<file path="src/rtl/pipeline_pkg.sv">
// Shared pipeline definitions: register width, forward-enable bit positions,
// hazard FSM encoding and the bubble value of the EX shadow slot.
package pipeline_pkg;

  localparam int REG_ADDR_WIDTH = 5;

  localparam int FWD_OP1 = 0;
  localparam int FWD_OP2 = 1;

  typedef enum logic {
    RUN        = 1'b0,
    LOAD_STALL = 1'b1
  } hazard_state_t;

  typedef struct packed {
    logic [REG_ADDR_WIDTH-1:0] rd;
    logic                      we;
    logic                      load;
  } ex_slot_t;

  localparam ex_slot_t EX_BUBBLE = '0;

endpackage

</file>
<file path="src/rtl/hazard_forward_detector_if.sv">
// ID-stage view of the hazard/forward detector: decoded register fields and
// pipeline control in, stall and forward enables out.
interface hazard_forward_detector_if #(
  parameter int REG_ADDR_WIDTH = 5,
  parameter int CNT_WIDTH      = 32
);
  logic [REG_ADDR_WIDTH-1:0] ID_RS1;
  logic [REG_ADDR_WIDTH-1:0] ID_RS2;
  logic                      ID_USES_RS1;
  logic                      ID_USES_RS2;
  logic [REG_ADDR_WIDTH-1:0] ID_RD;
  logic                      ID_REG_WRITE_EN;
  logic                      ID_MEM_READ;
  logic                      FLUSH;
  logic                      MEM_BUSY;
  logic                      HAZARD_STALL;
  logic                      BUBBLE;
  logic [1:0]                MEM_FORWARD_EN;
  logic [1:0]                WB_FORWARD_EN;
  logic [CNT_WIDTH-1:0]      STALL_COUNT;

  modport master (
    output ID_RS1, ID_RS2, ID_USES_RS1, ID_USES_RS2, ID_RD,
           ID_REG_WRITE_EN, ID_MEM_READ, FLUSH, MEM_BUSY,
    input  HAZARD_STALL, BUBBLE, MEM_FORWARD_EN, WB_FORWARD_EN, STALL_COUNT
  );

  modport slave (
    input  ID_RS1, ID_RS2, ID_USES_RS1, ID_USES_RS2, ID_RD,
           ID_REG_WRITE_EN, ID_MEM_READ, FLUSH, MEM_BUSY,
    output HAZARD_STALL, BUBBLE, MEM_FORWARD_EN, WB_FORWARD_EN, STALL_COUNT
  );
endinterface

</file>
<file path="src/rtl/hazard_forward_detector_reg_match.sv">
// Source/destination comparator; register x0 never produces a match.
module reg_match #(
  parameter int REG_ADDR_WIDTH = 5
) (
  input  logic [REG_ADDR_WIDTH-1:0] rs,
  input  logic [REG_ADDR_WIDTH-1:0] rd,
  input  logic                      we,
  output logic                      match
);
  assign match = (rs != '0) && we && (rd == rs);
endmodule

</file>
<file path="src/rtl/hazard_forward_detector.sv">
// Shadow EX/MEM destination tracking, registered forward enables and
// load-use stall generation for the 5-stage pipeline.
module hazard_forward_detector
  import pipeline_pkg::*;
#(
  parameter int REG_ADDR_WIDTH = pipeline_pkg::REG_ADDR_WIDTH,
  parameter int CNT_WIDTH      = 32
) (
  input logic                      CLK,
  input logic                      RESET,
  hazard_forward_detector_if.slave bus
);

  logic [REG_ADDR_WIDTH-1:0] ex_rd;
  logic                      ex_we;
  logic                      ex_load;
  logic [REG_ADDR_WIDTH-1:0] mem_rd;
  logic                      mem_we;
  logic [1:0]                mem_fwd;
  logic [1:0]                wb_fwd;
  logic [CNT_WIDTH-1:0]      stall_count;
  hazard_state_t             state;

  logic ex_match_rs1, ex_match_rs2, mem_match_rs1, mem_match_rs2;
  logic load_use, hazard_stall;

  reg_match #(.REG_ADDR_WIDTH(REG_ADDR_WIDTH)) u_ex_rs1 (
    .rs(bus.ID_RS1), .rd(ex_rd), .we(ex_we), .match(ex_match_rs1)
  );
  reg_match #(.REG_ADDR_WIDTH(REG_ADDR_WIDTH)) u_ex_rs2 (
    .rs(bus.ID_RS2), .rd(ex_rd), .we(ex_we), .match(ex_match_rs2)
  );
  reg_match #(.REG_ADDR_WIDTH(REG_ADDR_WIDTH)) u_mem_rs1 (
    .rs(bus.ID_RS1), .rd(mem_rd), .we(mem_we), .match(mem_match_rs1)
  );
  reg_match #(.REG_ADDR_WIDTH(REG_ADDR_WIDTH)) u_mem_rs2 (
    .rs(bus.ID_RS2), .rd(mem_rd), .we(mem_we), .match(mem_match_rs2)
  );

  assign load_use = ex_load && ((bus.ID_USES_RS1 && ex_match_rs1) ||
                                (bus.ID_USES_RS2 && ex_match_rs2));
  assign hazard_stall = load_use && (state == RUN) && !bus.FLUSH && !bus.MEM_BUSY;

  always_ff @(posedge CLK or posedge RESET) begin
    if (RESET) begin
      ex_rd       <= '0;
      ex_we       <= 1'b0;
      ex_load     <= 1'b0;
      mem_rd      <= '0;
      mem_we      <= 1'b0;
      mem_fwd     <= '0;
      wb_fwd      <= '0;
      stall_count <= '0;
      state       <= RUN;
    end else if (!bus.MEM_BUSY) begin
      mem_rd <= ex_rd;
      mem_we <= ex_we;
      // Flush and load-use stall both inject a bubble; only the stall counts.
      if (bus.FLUSH || hazard_stall) begin
        ex_rd   <= '0;
        ex_we   <= EX_BUBBLE.we;
        ex_load <= EX_BUBBLE.load;
        mem_fwd <= '0;
        wb_fwd  <= '0;
        if (hazard_stall && (stall_count != '1))
          stall_count <= stall_count + CNT_WIDTH'(1);
        state <= hazard_stall ? LOAD_STALL : RUN;
      end else begin
        ex_rd            <= bus.ID_RD;
        ex_we            <= bus.ID_REG_WRITE_EN;
        ex_load          <= bus.ID_MEM_READ;
        mem_fwd[FWD_OP1] <= bus.ID_USES_RS1 && ex_match_rs1;
        mem_fwd[FWD_OP2] <= bus.ID_USES_RS2 && ex_match_rs2;
        wb_fwd[FWD_OP1]  <= bus.ID_USES_RS1 && mem_match_rs1 && !ex_match_rs1;
        wb_fwd[FWD_OP2]  <= bus.ID_USES_RS2 && mem_match_rs2 && !ex_match_rs2;
        state            <= RUN;
      end
    end
  end

  assign bus.HAZARD_STALL   = hazard_stall;
  assign bus.BUBBLE         = hazard_stall;
  assign bus.MEM_FORWARD_EN = mem_fwd;
  assign bus.WB_FORWARD_EN  = wb_fwd;
  assign bus.STALL_COUNT    = stall_count;

endmodule

</file>
<file path="src/flat_wrapper.sv">
// flat-port wrapper written by rule: the top's interface ports become plain ports
module hazard_forward_detector_flat import pipeline_pkg::*;
#(
  parameter int REG_ADDR_WIDTH = pipeline_pkg::REG_ADDR_WIDTH,
  parameter int CNT_WIDTH      = 32
)
  (CLK, RESET, bus_ID_RS1, bus_ID_RS2, bus_ID_USES_RS1, bus_ID_USES_RS2, bus_ID_RD, bus_ID_REG_WRITE_EN, bus_ID_MEM_READ, bus_FLUSH, bus_MEM_BUSY, bus_HAZARD_STALL, bus_BUBBLE, bus_MEM_FORWARD_EN, bus_WB_FORWARD_EN, bus_STALL_COUNT);
  hazard_forward_detector_if #(.REG_ADDR_WIDTH(REG_ADDR_WIDTH), .CNT_WIDTH(CNT_WIDTH)) bus_i ();
  input logic CLK;
  input logic RESET;
  input wire logic [$bits(bus_i.ID_RS1)-1:0] bus_ID_RS1;
  input wire logic [$bits(bus_i.ID_RS2)-1:0] bus_ID_RS2;
  input wire logic [$bits(bus_i.ID_USES_RS1)-1:0] bus_ID_USES_RS1;
  input wire logic [$bits(bus_i.ID_USES_RS2)-1:0] bus_ID_USES_RS2;
  input wire logic [$bits(bus_i.ID_RD)-1:0] bus_ID_RD;
  input wire logic [$bits(bus_i.ID_REG_WRITE_EN)-1:0] bus_ID_REG_WRITE_EN;
  input wire logic [$bits(bus_i.ID_MEM_READ)-1:0] bus_ID_MEM_READ;
  input wire logic [$bits(bus_i.FLUSH)-1:0] bus_FLUSH;
  input wire logic [$bits(bus_i.MEM_BUSY)-1:0] bus_MEM_BUSY;
  output wire logic [$bits(bus_i.HAZARD_STALL)-1:0] bus_HAZARD_STALL;
  output wire logic [$bits(bus_i.BUBBLE)-1:0] bus_BUBBLE;
  output wire logic [$bits(bus_i.MEM_FORWARD_EN)-1:0] bus_MEM_FORWARD_EN;
  output wire logic [$bits(bus_i.WB_FORWARD_EN)-1:0] bus_WB_FORWARD_EN;
  output wire logic [$bits(bus_i.STALL_COUNT)-1:0] bus_STALL_COUNT;
  assign bus_i.ID_RS1 = bus_ID_RS1;
  assign bus_i.ID_RS2 = bus_ID_RS2;
  assign bus_i.ID_USES_RS1 = bus_ID_USES_RS1;
  assign bus_i.ID_USES_RS2 = bus_ID_USES_RS2;
  assign bus_i.ID_RD = bus_ID_RD;
  assign bus_i.ID_REG_WRITE_EN = bus_ID_REG_WRITE_EN;
  assign bus_i.ID_MEM_READ = bus_ID_MEM_READ;
  assign bus_i.FLUSH = bus_FLUSH;
  assign bus_i.MEM_BUSY = bus_MEM_BUSY;
  assign bus_HAZARD_STALL = bus_i.HAZARD_STALL;
  assign bus_BUBBLE = bus_i.BUBBLE;
  assign bus_MEM_FORWARD_EN = bus_i.MEM_FORWARD_EN;
  assign bus_WB_FORWARD_EN = bus_i.WB_FORWARD_EN;
  assign bus_STALL_COUNT = bus_i.STALL_COUNT;
  hazard_forward_detector #(.REG_ADDR_WIDTH(REG_ADDR_WIDTH), .CNT_WIDTH(CNT_WIDTH)) u_core (.CLK(CLK), .RESET(RESET), .bus(bus_i));
endmodule
</file>
<file path="config.mk">
export PLATFORM = sky130hd
export DESIGN_NAME = hazard_forward_detector_flat
export DESIGN_NICKNAME = d
export VERILOG_FILES = /design/src/rtl/pipeline_pkg.sv /design/src/rtl/hazard_forward_detector_if.sv /design/src/rtl/hazard_forward_detector_reg_match.sv /design/src/rtl/hazard_forward_detector.sv /design/src/flat_wrapper.sv
export SDC_FILE = /design/constraint.sdc
export NUM_CORES = 1
export LEC_CHECK = 0
export BUFFER_PORTS_ARGS = -buffer_cell sky130_fd_sc_hd__buf_2
export CAP_MARGIN = 20
export CORE_MARGIN = 5
export CORE_UTILIZATION = 55
export DETAILED_ROUTE_END_ITERATION = 8
export GPL_ROUTABILITY_DRIVEN = 0
export PLACE_DENSITY = 0.81
export SYNTH_ARGS = -nofsm -noshare
export SYNTH_HDL_FRONTEND = slang
export SYNTH_SLANG_ARGS = --single-unit
export TNS_END_PERCENT = 50
</file>
<file path="constraint.sdc">
create_clock -name CLK -period 3.5 [get_ports CLK]
set_input_delay 0 -clock CLK [delete_from_list [all_inputs] [get_ports CLK]]
set_output_delay 0 -clock CLK [all_outputs]
set_load 0.1 [all_outputs]
</file>
# Yosys cells after proc, flatten, opt, wreduce, memory -nomap -nowiden
# Cells that the tools add are included.
dict set report totals {
  out_inout_bits 38
  ram_bits 0
  regBits 50
  rom_bits 0
  input_bits 23
  memories 0
  latch_bits 0
  word_cells 52
}
dict set report classes {
  n_eq_ne 5
  order_cmp 0
  mux 7
  n_bitwise 2
  mul 0
  div_mod_pow 0
  shifts 0
  reduce_logical 28
  n_addsub 1
}
# op n
set op_table {}
lappend op_table {{adder 32 x 1 -> 32 bit (second input constant)} 1}
lappend op_table {{inequality test 32 bit (second input constant)} 1}
lappend op_table {{== test 5 bit} 4}
lappend op_table {{logical AND 1 bit} 19}
lappend op_table {{nonzero test 5 bit} 2}
lappend op_table {{two-way mux 5 bit} 1}
lappend op_table {{zero test 1 bit} 4}
lappend op_table {{two-way mux 1 bit} 4}
lappend op_table {{two-way mux 2 bit} 2}
lappend op_table {{AND reduction 3 bit} 1}
lappend op_table {{logical OR 1 bit} 2}
lappend op_table {{NOT 1 bit} 2}

# Logic depth before layout (Yosys ltp)
# Gate-level depths: netlist of run 1.
dict set report logic_depth {
  depth_word 11
  depth_mapped 9
  mapped_depth_nobuf 7
}

# Hierarchy
# Synthesis of run 1 repeated with hierarchy kept, for this count alone.
dict set report hier_totals {
  cells_unflattened 230
  area_unflattened_um2 2586.2
}
# module seq_area_each_um2 cells_each n_inst area_each_um2
set by_module_without_submodules {}
lappend by_module_without_submodules {hazard_forward_detector 1251.2 190 1 2306.0}
lappend by_module_without_submodules {reg_match 0.0 10 4 70.1}

# Least setup slack after synthesis of run 1
# Ideal clock, no wire load.
dict set report synth_path {
  path_type {register to register}
  startpoint {register u_core.stall_count[0] (netlist: u_core.bus.STALL_COUNT[0])}
  endpoint {register u_core.stall_count[9] (netlist: u_core.bus.STALL_COUNT[9])}
  t_required_ps 3337
  arrival_time_ps 2746
  n_path_buf 1
  setup_slack_ps 591
  setup_ps 163
  synth_period_minus_slack_ps 2909
  stages_incl_launch_ff 9
  cell_sequence {dfrtp_1 > ha_1 > and4_1 > nand4_2 > or2_2 > buf_2 > nor2_8 > and4bb_2 > xor2_1}
}
dict set report synth_via {
  elab_chain_len 3
  word_cells_on_any_way 4
  cone_classes {add/sub (1); eq/ne (1); reduce/logical (2)}
}
# item line_no
set synth_rtl {}
lappend synth_rtl {{from (decl)} hazard_forward_detector.sv:21} ;# logic [CNT_WIDTH-1:0] stall_count;
lappend synth_rtl {{from (signal assigned)} hazard_forward_detector.sv:66} ;# stall_count <= stall_count + CNT_WIDTH'(1);
lappend synth_rtl {{branches (longest 3 deep; another with adder 32 x 1 -> 32 bit)} -}
# Several ways; the timed one is not identified.
# A chain may end at the register's enable or synchronous reset.

# Final worst setup path of run 1
dict set report layout_path {
  startpoint {register u_core.ex_rd[3]}
  endpoint {output bus_HAZARD_STALL}
}
dict set report layout_via {
  elab_chain_len 8
  word_cells_on_any_way 11
  cone_classes {eq/ne (2); reduce/logical (9)}
}
# item line_no
set layout_rtl {}
lappend layout_rtl {{from (decl)} hazard_forward_detector.sv:14} ;# logic [REG_ADDR_WIDTH-1:0] ex_rd;
lappend layout_rtl {{from (signal assigned)} hazard_forward_detector.sv:69} ;# ex_rd <= bus.ID_RD;
lappend layout_rtl {{== test 5 bit} hazard_forward_detector_reg_match.sv:10} ;# assign match = (rs != '0) && we && (rd == rs);
lappend layout_rtl {{logical AND 1 bit} hazard_forward_detector_reg_match.sv:10}
lappend layout_rtl {{logical AND 1 bit (on tied branches)} {hazard_forward_detector.sv:40, hazard_forward_detector.sv:41}}
lappend layout_rtl {{logical OR 1 bit *} hazard_forward_detector.sv:40} ;# assign load_use = ex_load && ((bus.ID_USES_RS1 && ex_match_rs1) ||
lappend layout_rtl {{logical AND 1 bit *} hazard_forward_detector.sv:40}
lappend layout_rtl {{logical AND 1 bit * (3 in series)} hazard_forward_detector.sv:42} ;# assign hazard_stall = load_use && (state == RUN) && !bus.FLUSH && !bus.MEM_BUSY;
lappend layout_rtl {{to (decl)} flat_wrapper.sv:20} ;# output wire logic [$bits(bus_i.HAZARD_STALL)-1:0] bus_HAZARD_STALL;
# Every way passes the cells marked *; elsewhere a longest branch is shown, timed or not.

==> results of run 1 <==
## repair_timing
action | CTS | global route
endpoints found under the hold margin | 57 | 0
setup buffers | 0 | 0
resized for setup | 0 | 0
hold buffers | 8 | 0
## routing by layer
metal / wire length, um / part of all wire / vias up / GRT usage
met4: 110 / 0.020 / 0 / 0.0794
met2: 2700 / 0.48 / 55 / 0.288
met5: 0 / 0 / - / 0
met1: 2530 / 0.45 / 1012 / 0.250
met3: 269 / 0.048 / 10 / 0.0448
li1: - / - / 979 / -
## state kept, by name, indices dropped and copies added (netlist names)
signal / count
u_core.mem_rd: 5
u_core.bus.STALL_COUNT: 32
u_core.mem_we: 1
u_core.ex_load: 1
u_core.ex_we: 1
u_core.bus.WB_FORWARD_EN: 2
u_core.state: 1
u_core.ex_rd: 5
u_core.bus.MEM_FORWARD_EN: 2
## cell usage in the layout, fill, tap and decap left out, types with 4 or more instances in the layout
cell           count
buf_2             60
dfrtp_1           50
xor2_1            46
nand2_1           22
nor3_1            14
nand3_1           11
nor4_2             8
nand4_1            8
dlygate4sd3_1      8
a22o_1             7
mux2_2             7
clkbuf_8           6
xnor2_1            5
nor2_1             5
nor4_1             4
and4_1             4
nor4_4             4
o31ai_1            4
## worst min-delay path, cell delays in order
cell,delay [ns]
buf_2,0.09
o21ai_0,0.13
o31ai_1,0.10
## cells by family after synthesis
logic type      share of synthesized area
mux                                0.0290
compound gates                     0.0429
xor+xnor                            0.165
simple gates                        0.261
buf+inv                            0.0369
fa+ha+maj                         0.00461
flops                               0.461
## metrics by stage
stage          setup WS, ns  instances
2_1_floorplan         0.591        237
3_5_place_dp          0.885        354
4_1_cts               0.715        370
6_report              0.736        371
3_3_place_gp          0.938        354
5_1_grt               0.556        371
## final cells by class
type                       instances  area [um2]  area share
multi-input combinational        174        1370       0.426
sequential                        50        1250       0.390
timing repair buffer              69         400       0.125
tap                               67        83.8      0.0261
clock buffer                       6        82.6      0.0258
clock inverter                     2        12.5     0.00390
inverter                           3        11.3     0.00351
## power by group
| part | switching (mW) | internal, mW |
|---|---|---|
| Combinational | 0.0497 | 0.0473 |
| Sequential | 0.0187 | 0.592 |
| Clock | 0.187 | 0.159 |
| Total | 0.255 | 0.798 |
## final timing paths
check	start	end
max	u_core.ex_rd[3]$_DFFE_PP0N_	bus_HAZARD_STALL
min	bus_ID_USES_RS2	u_core.bus.MEM_FORWARD_EN[1]$_DFFE_PP0N_
max reg2reg	u_core.bus.STALL_COUNT[0]$_DFFE_PP0P_	u_core.bus.STALL_COUNT[1]$_DFFE_PP0P_
min reg2reg	u_core.bus.STALL_COUNT[18]$_DFFE_PP0P_	u_core.bus.STALL_COUNT[18]$_DFFE_PP0P_
max in group asynchronous	RESET	u_core.bus.STALL_COUNT[15]$_DFFE_PP0P_
min in group asynchronous	RESET	u_core.ex_we$_DFFE_PP0N_
==> results_dict.tcl, run 1 <==
set metrics [dict create \
    outcome "completed" \
    yosysMostFrequentCell "dfrtp_1" \
    num_vias 2056 \
    syn_inst 237 \
    ys_warn_count 0 \
    antenna_found_initial 0 \
    hpwl_um 4070 \
    drv_cap 0 \
    clk_pin_slew_ns 0.08 \
    clk_latency_ns 0.31 \
    max_freq_mhz 362 \
    cp.arrival_ns 2.76 \
    drt-total-wl_um 5610 \
    async_flop_share 1.00 \
    cp-end-kind "primary output" \
    critical_path_required_ns 3.50 \
    grt_pass1_vias 1979 \
    max_slew_margin 0.438 \
    synth_common_cells "dfrtp_1 (50), xor2_1 (46), nand2_1 (22)" \
    hold_class "in2reg" \
    wl_per_cell_um 15.1 \
    n_antenna_cell 0 \
    hold_viol 0 \
    min_period_over_period 0.790 \
    worstMarginPinSlew_ns 0.842 \
    vdd_drop_max_v 0.000193 \
    hold-path-cell-count 3 \
    rows 25 \
    cp_num_buf_inv 2 \
    port_buffers 60 \
    drt-vias-per-instance 5.54 \
    p_leak_nw 1.69 \
    die_area_mm2 0.00644 \
    first_pass_iters 4 \
    cts.sinks 50 \
    path_class "reg2out" \
    fin_util 0.674 \
    cts-buffers-inserted 5 \
    grt_max_degree 51 \
    ios 61 \
    fin_nets 327 \
    rr_worst_depth 7 \
    seq_area_frac_synth 0.461 \
    crit_path_start_kind "flop" \
    final.setup.tns_ns 0 \
    drive_above_1_share 0.319 \
    design_area_mm2 0.00321 \
    synth-main-ff-cell "dfrtp_1" \
    ys_types 40 \
    yosys.area.top_type_share 0.461 \
    grtUsageTotal 0.187 \
    grt_pass1_wl_um 9290 \
    drt_iter0_drc 123 \
    path_max_fanout 34 \
    setup_viol 0 \
    cpMaxStageDelayCell "o32a_2" \
    ys_ff_latch 50 \
    drc 0 \
    worst-path-stages 6 \
    slew_viol_final 0 \
    r2r_setup_slack_ns 0.87 \
    initial_core_util 0.571 \
    final.min_clock_period_ns 2.76 \
    syn_area_mm2 0.00272 \
    num-fill-cells 406 \
    slowest_delay_ns 0.72 \
    p_total_mw 1.05 \
    htree_levels 2 \
    holdWs_ns 0.0579 \
    skew_ns 0.0143 \
    crit_chain "xor2_1, nor4_2, nand3_1, o32a_2, inv_1, buf_2" \
    syn_nets 261 \
    cts_buffer_depth 2 \
    cts_tree "done" \
    crit_family "compound AO/OA/AOI/OAI gates" \
    die_width_um 80.3 \
    detail-route-antenna-nets 0 \
    clockRootBuffer "clkbuf_8" \
    gr-total-overflow 0 \
    pwr_density_cell_mw_per_mm2 328 \
    syn_area_per_cell_um2 11.5 \
    rsz0062_at_grt "false" \
    area_growth_pct 18.1 \
    dpl_cell_area_mm2 0.00301 \
    synth-edff-count 0 \
    die_h_um 80.3 \
    synth_top_cell_by_area "dfrtp_1" \
    core_area_mm2 0.00475 \
    synth_top_cells_by_area "dfrtp_1 (46%), xor2_1 (15%), nor4_2 (3.7%)" \
]
No activity file was read; power rests on OpenSTA's default activity.
==> inputs of run 2 (changes only) <==
Settings changed: CORE_UTILIZATION 55 to 54, PLACE_DENSITY 0.81 to 0.8.
Clock period 3.5 ns to 2.6 ns, I/O delays scaled along.
==> results_dict.tcl, run 2 (synthesis gave the netlist of run 1 again) <==
set metrics [dict create \
    crit_family "compound AO/OA/AOI/OAI gates" \
    cts_buffer_depth 2 \
    grtUsageTotal 0.192 \
    clockRootBuffer "clkbuf_8" \
    rr_worst_depth 7 \
    place_inst 362 \
    rows 25 \
    drive_above_1_share 0.394 \
    cp_num_buf_inv 3 \
    holdWs_ns 0.0719 \
    path_class "reg2out" \
    path_max_fanout 18 \
    max_slew_margin 0.628 \
    cp-end-kind "primary output" \
    final.setup.tns_ns 0 \
    drt-vias-per-instance 5.50 \
    grt_pass1_vias 2048 \
    hold_class "in2reg" \
    clk_latency_ns 0.31 \
    core_area_mm2 0.00482 \
    crit_path_start_kind "flop" \
    top_layer "met4" \
    most-common-layout-cells "buf_2 (58), xor2_1 (46), dfrtp_1 (32)" \
    timing.rr.start "u_core.ex_rd[3]$_DFFE_PP0N_" \
    die_area_mm2 0.00655 \
    drt_iter0_drc 64 \
    critical_path_required_ns 2.60 \
    wl_met2_um 2970 \
    die_h_um 80.9 \
    reg2reg_to "u_core.bus.STALL_COUNT[28]$_DFFE_PP0P_" \
    outcome "completed" \
    cp.arrival_ns 2.36 \
    intPower_mw 1.08 \
    max_freq_mhz 425 \
    antenna_found_initial 0 \
    clk_pin_slew_ns 0.09 \
    p_sw_mw 0.350 \
    first_pass_iters 4 \
    cpMaxStageDelayCell "o32a_4" \
    drt-total-wl_um 5910 \
    ios 61 \
    port_buffers 60 \
    grt_max_degree 51 \
    wl_per_cell_um 15.6 \
    die_width_um 80.9 \
    detail-route-antenna-nets 0 \
    grt_pass1_wl_um 9750 \
    r2r_setup_slack_ns 0.26 \
    pwr_density_cell_mw_per_mm2 428 \
    p_total_mw 1.43 \
    htree_levels 2 \
    setup_viol 0 \
    min_period_over_period 0.906 \
    wl_met1_um 2530 \
    p_leak_nw 1.70 \
    worstMarginPinSlew_ns 0.554 \
    met3_length_um 284 \
    num_vias 2084 \
    cts-buffers-inserted 5 \
    slew_viol_final 0 \
    crit_chain "xor2_1, nor4_2, nand3_1, o32a_4, inv_1, buf_4, buf_12" \
    p_clk_frac 0.329 \
    layout_commonest_cell "buf_2" \
    gr-total-overflow 0 \
    vdd_drop_max_v 0.000300 \
    drc 0 \
    largest_register_ffs 32 \
    area_growth_pct 22.7 \
    rsz0062_at_grt "false" \
    initial_core_util 0.564 \
    cts_tree "done" \
    final.min_clock_period_ns 2.36 \
    fin_nets 335 \
    n_antenna_cell 0 \
    slowest_delay_ns 0.52 \
    skew_ns 0.0104 \
    fin_cells 379 \
    worst-path-stages 7 \
    sw_frac_of_total 0.245 \
    power.share.sequential 0.576 \
    num-fill-cells 390 \
    startpoint "u_core.ex_rd[3]$_DFFE_PP0N_" \
    crit_end "bus_HAZARD_STALL" \
    hpwl_um 4210 \
    hold_viol 0 \
    pwr-share-comb 0.096 \
    drv_cap 0 \
    cts.sinks 50 \
]
[run 2: changes by cell type in the layout (fill, tap and decap cells not counted), sizes merged]
cell	delta
buf	+8
[run 2: power groups by stage]
stage,clock [mW],sequential (mW),combinational (mW)
after floorplan,0,0.835,0.0749
after global placement,0,0.833,0.119
after detailed placement,0,0.835,0.122
after CTS,0.481,0.820,0.132
after global routing,0.516,0.823,0.149
final,0.469,0.820,0.136
[run 2: layer usage]
metal / vias up / track usage
met4: 0 / 0.0895
li1: 1000 / -
met5: - / 0
met1: 1020 / 0.243
met3: 10 / 0.0443
met2: 54 / 0.310
[run 2: layout make-up]
| type | count | area [um2] | share of cell area |
|---|---|---|---|
| Multi-Input combinational cell | 174 | 1380 | 0.413 |
| Sequential cell | 50 | 1270 | 0.382 |
| Timing Repair Buffer | 77 | 490 | 0.147 |
| Tap cell | 67 | 83.8 | 0.0252 |
| Clock buffer | 6 | 82.6 | 0.0248 |
| Clock inverter | 2 | 12.5 | 0.00376 |
| Inverter | 3 | 11.3 | 0.00338 |
[run 2: per-stage QoR]
| step | instance area [um2] | setup WS [ns] | util |
|---|---|---|---|
| final | 3330 | 0.245 | 0.691 |
| after global placement | 3120 | 0.280 | 0.649 |
| after CTS | 3300 | 0.137 | 0.685 |
| after floorplan | 2740 | -0.0451 | - |
| after global routing | 3330 | 0.0700 | 0.691 |
| after detailed placement | 3120 | 0.209 | 0.649 |
[run 2: how the worst min path moves through the flow]
stage	start	to	slack [ns]	depth (start not counted)
2_1_floorplan	bus_ID_MEM_READ	u_core.ex_load$_DFFE_PP0N_	0.13	1
3_3_place_gp	bus_ID_RD[1]	u_core.ex_rd[1]$_DFFE_PP0N_	0.22	2
3_5_place_dp	bus_ID_RD[3]	u_core.ex_rd[3]$_DFFE_PP0N_	0.22	2
4_1_cts	bus_ID_RS2[1]	u_core.bus.WB_FORWARD_EN[1]$_DFFE_PP0N_	0.06	4
5_1_grt	bus_ID_RS2[1]	u_core.bus.WB_FORWARD_EN[1]$_DFFE_PP0N_	0.07	4
6_report	bus_ID_RS2[1]	u_core.bus.WB_FORWARD_EN[1]$_DFFE_PP0N_	0.07	4
[run 2: repair_timing]
action / 4_1_cts / 5_1_grt
hold endpoints to repair: 57 / 0
hold buffers: 8 / 0
gates resized for setup: 0 / 1
buffers inserted: 0 / 0
endpoints found under the setup margin: 0 / 4
[run 2: tightest hold or removal path, delay by kind of cell]
family / cells / cell delay, ns
xor+xnor: 1 / 0.07
simple gates: 1 / 0.10
compound gates: 1 / 0.06
buf+inv: 1 / 0.11
==> inputs of run 3 (changes only) <==
Settings changed: CELL_PAD_IN_SITES_DETAIL_PLACEMENT set to 0, CELL_PAD_IN_SITES_GLOBAL_PLACEMENT set to 1, CORE_UTILIZATION 54 to 42, PLACE_DENSITY 0.8 to not set, PLACE_DENSITY_LB_ADDON set to 0.1.
==> results_dict.tcl, run 3 (synthesis gave the netlist of run 1 again) <==
set metrics [dict create \
    outcome "completed" \
    wl_met2_um 2800 \
    drc 0 \
    drv_cap 0 \
    pwr-share-comb 0.092 \
    power.share.sequential 0.571 \
    clk_pin_slew_ns 0.09 \
    p_sw_mw 0.359 \
    timing.rr.start "u_core.ex_rd[3]$_DFFE_PP0N_" \
    r2r_setup_slack_ns 0.18 \
    core_area_mm2 0.00631 \
    skew_ns 0.0126 \
    grt_pass1_vias 2062 \
    drt-vias-per-instance 5.16 \
    drt-total-wl_um 6110 \
    gr-total-overflow 0 \
    slowest_delay_ns 0.53 \
    setup_viol 0 \
    place_inst 375 \
    die_area_mm2 0.00817 \
    num_vias 2022 \
    crit_path_start_kind "flop" \
    critical_path_required_ns 2.60 \
    reg2reg_to "u_core.bus.STALL_COUNT[30]$_DFFE_PP0P_" \
    slew_viol_final 0 \
    clockRootBuffer "clkbuf_8" \
    die_h_um 90.4 \
    drt_iter0_drc 115 \
    path_max_fanout 18 \
    cts.sinks 50 \
    most-common-layout-cells "buf_2 (58), xor2_1 (46), dfrtp_1 (32)" \
    crit_chain "xor2_1, nor4_2, nand3_1, o32a_4, inv_1, buf_4, buf_12" \
    min_period_over_period 0.931 \
    cts-buffers-inserted 5 \
    cp.arrival_ns 2.42 \
    drive_above_1_share 0.400 \
    cts_tree "done" \
    cts_buffer_depth 2 \
    grtUsageTotal 0.153 \
    crit_end "bus_BUBBLE" \
    max_slew_margin 0.641 \
    path_class "reg2out" \
    fin_nets 338 \
    clk_latency_ns 0.31 \
    p_clk_frac 0.336 \
    top_layer "met4" \
    worstMarginPinSlew_ns 0.533 \
    wl_met1_um 3030 \
    final.min_clock_period_ns 2.42 \
    layout_commonest_cell "buf_2" \
    vdd_drop_max_v 0.000379 \
    n_antenna_cell 0 \
    hold_viol 0 \
    first_pass_iters 4 \
    pwr_density_cell_mw_per_mm2 426 \
    max_freq_mhz 413 \
    port_buffers 60 \
    design_area_mm2 0.00337 \
    area_growth_pct 24.0 \
    p_leak_nw 1.72 \
    die_width_um 90.4 \
    rr_worst_depth 6 \
    wl_per_cell_um 15.6 \
    intPower_mw 1.07 \
    initial_core_util 0.430 \
    dpl_cell_area_mm2 0.00316 \
    antenna_found_initial 0 \
    fin_cells 392 \
    cp-end-kind "primary output" \
    htree_levels 2 \
    hpwl_um 4500 \
    startpoint "u_core.ex_rd[3]$_DFFE_PP0N_" \
    rows 29 \
    final.setup.tns_ns 0 \
    grt_max_degree 51 \
    detail-route-antenna-nets 0 \
    sw_frac_of_total 0.250 \
    met3_length_um 225 \
    grt_pass1_wl_um 10500 \
    cpMaxStageDelayCell "o32a_4" \
    largest_register_ffs 32 \
    hold_class "in2reg" \
    ios 61 \
]
## run 3: changes by cell type in the layout (fill, tap and decap cells not counted), sizes merged
cell,delta
buf,+3
## run 3: worst min path at each step
stage | start | end | slack, ns | depth (start not counted)
finish | bus_ID_RS2[1] | u_core.bus.WB_FORWARD_EN[1]$_DFFE_PP0N_ | 0.06 | 4
global route | bus_ID_USES_RS2 | u_core.bus.MEM_FORWARD_EN[1]$_DFFE_PP0N_ | 0.07 | 3
CTS | bus_ID_USES_RS2 | u_core.bus.MEM_FORWARD_EN[1]$_DFFE_PP0N_ | 0.05 | 3
detailed placement | bus_ID_RD[3] | u_core.ex_rd[3]$_DFFE_PP0N_ | 0.22 | 2
global placement | bus_ID_REG_WRITE_EN | u_core.ex_we$_DFFE_PP0N_ | 0.22 | 2
floorplan | bus_ID_MEM_READ | u_core.ex_load$_DFFE_PP0N_ | 0.13 | 1
## run 3: what timing repair did
| item | in CTS | in global routing |
|---|---|---|
| hold buffers | 8 | 0 |
| resized for setup | 0 | 1 |
| buffers inserted | 0 | 0 |
| endpoints found under the setup margin | 0 | 8 |
| endpoints found under the hold margin | 19 | 0 |
## run 3: power by group through the flow
| stage | Sequential (mW) | Combinational [mW] | Clock [mW] |
|---|---|---|---|
| 2_1_floorplan | 0.835 | 0.0749 | 0 |
| 3_3_place_gp | 0.834 | 0.120 | 0 |
| 3_5_place_dp | 0.835 | 0.121 | 0 |
| 4_1_cts | 0.819 | 0.131 | 0.497 |
| 5_1_grt | 0.823 | 0.149 | 0.536 |
| 6_report | 0.819 | 0.132 | 0.482 |
## run 3: through the flow
stage | power [mW] | worst slack (ns) | utilization | hold slack [ns]
2_1_floorplan | 0.910 | -0.0451 | - | 0.128
3_3_place_gp | 0.954 | 0.156 | 0.500 | 0.215
3_5_place_dp | 0.956 | 0.0973 | 0.500 | 0.218
4_1_cts | 1.45 | 0.0701 | 0.528 | 0.0522
5_1_grt | 1.51 | -0.00908 | 0.533 | 0.0689
6_report | 1.43 | 0.179 | 0.533 | 0.0553
## run 3: area by class of cell
class / count / area (um2)
Tap cell: 77 / 96.3
Clock buffer: 6 / 82.6
Inverter: 3 / 11.3
Fill cell: 604 / 2950
Multi-Input combinational cell: 174 / 1380
Sequential cell: 50 / 1270
Clock inverter: 2 / 12.5
Timing Repair Buffer: 80 / 513
## run 3: routing by layer
layer  GRT usage  vias up
li1            -     1005
met1       0.228      976
met2       0.227       36
met3      0.0342        5
met4      0.0335        0
met5           0        -
## run 3: critical path: cells and delay by family (launching register included)
family          cells  cell delay [ns]
xor+xnor            1             0.17
buf+inv             3             0.49
simple gates        2             0.51
flops               1             0.43
compound gates      1             0.53
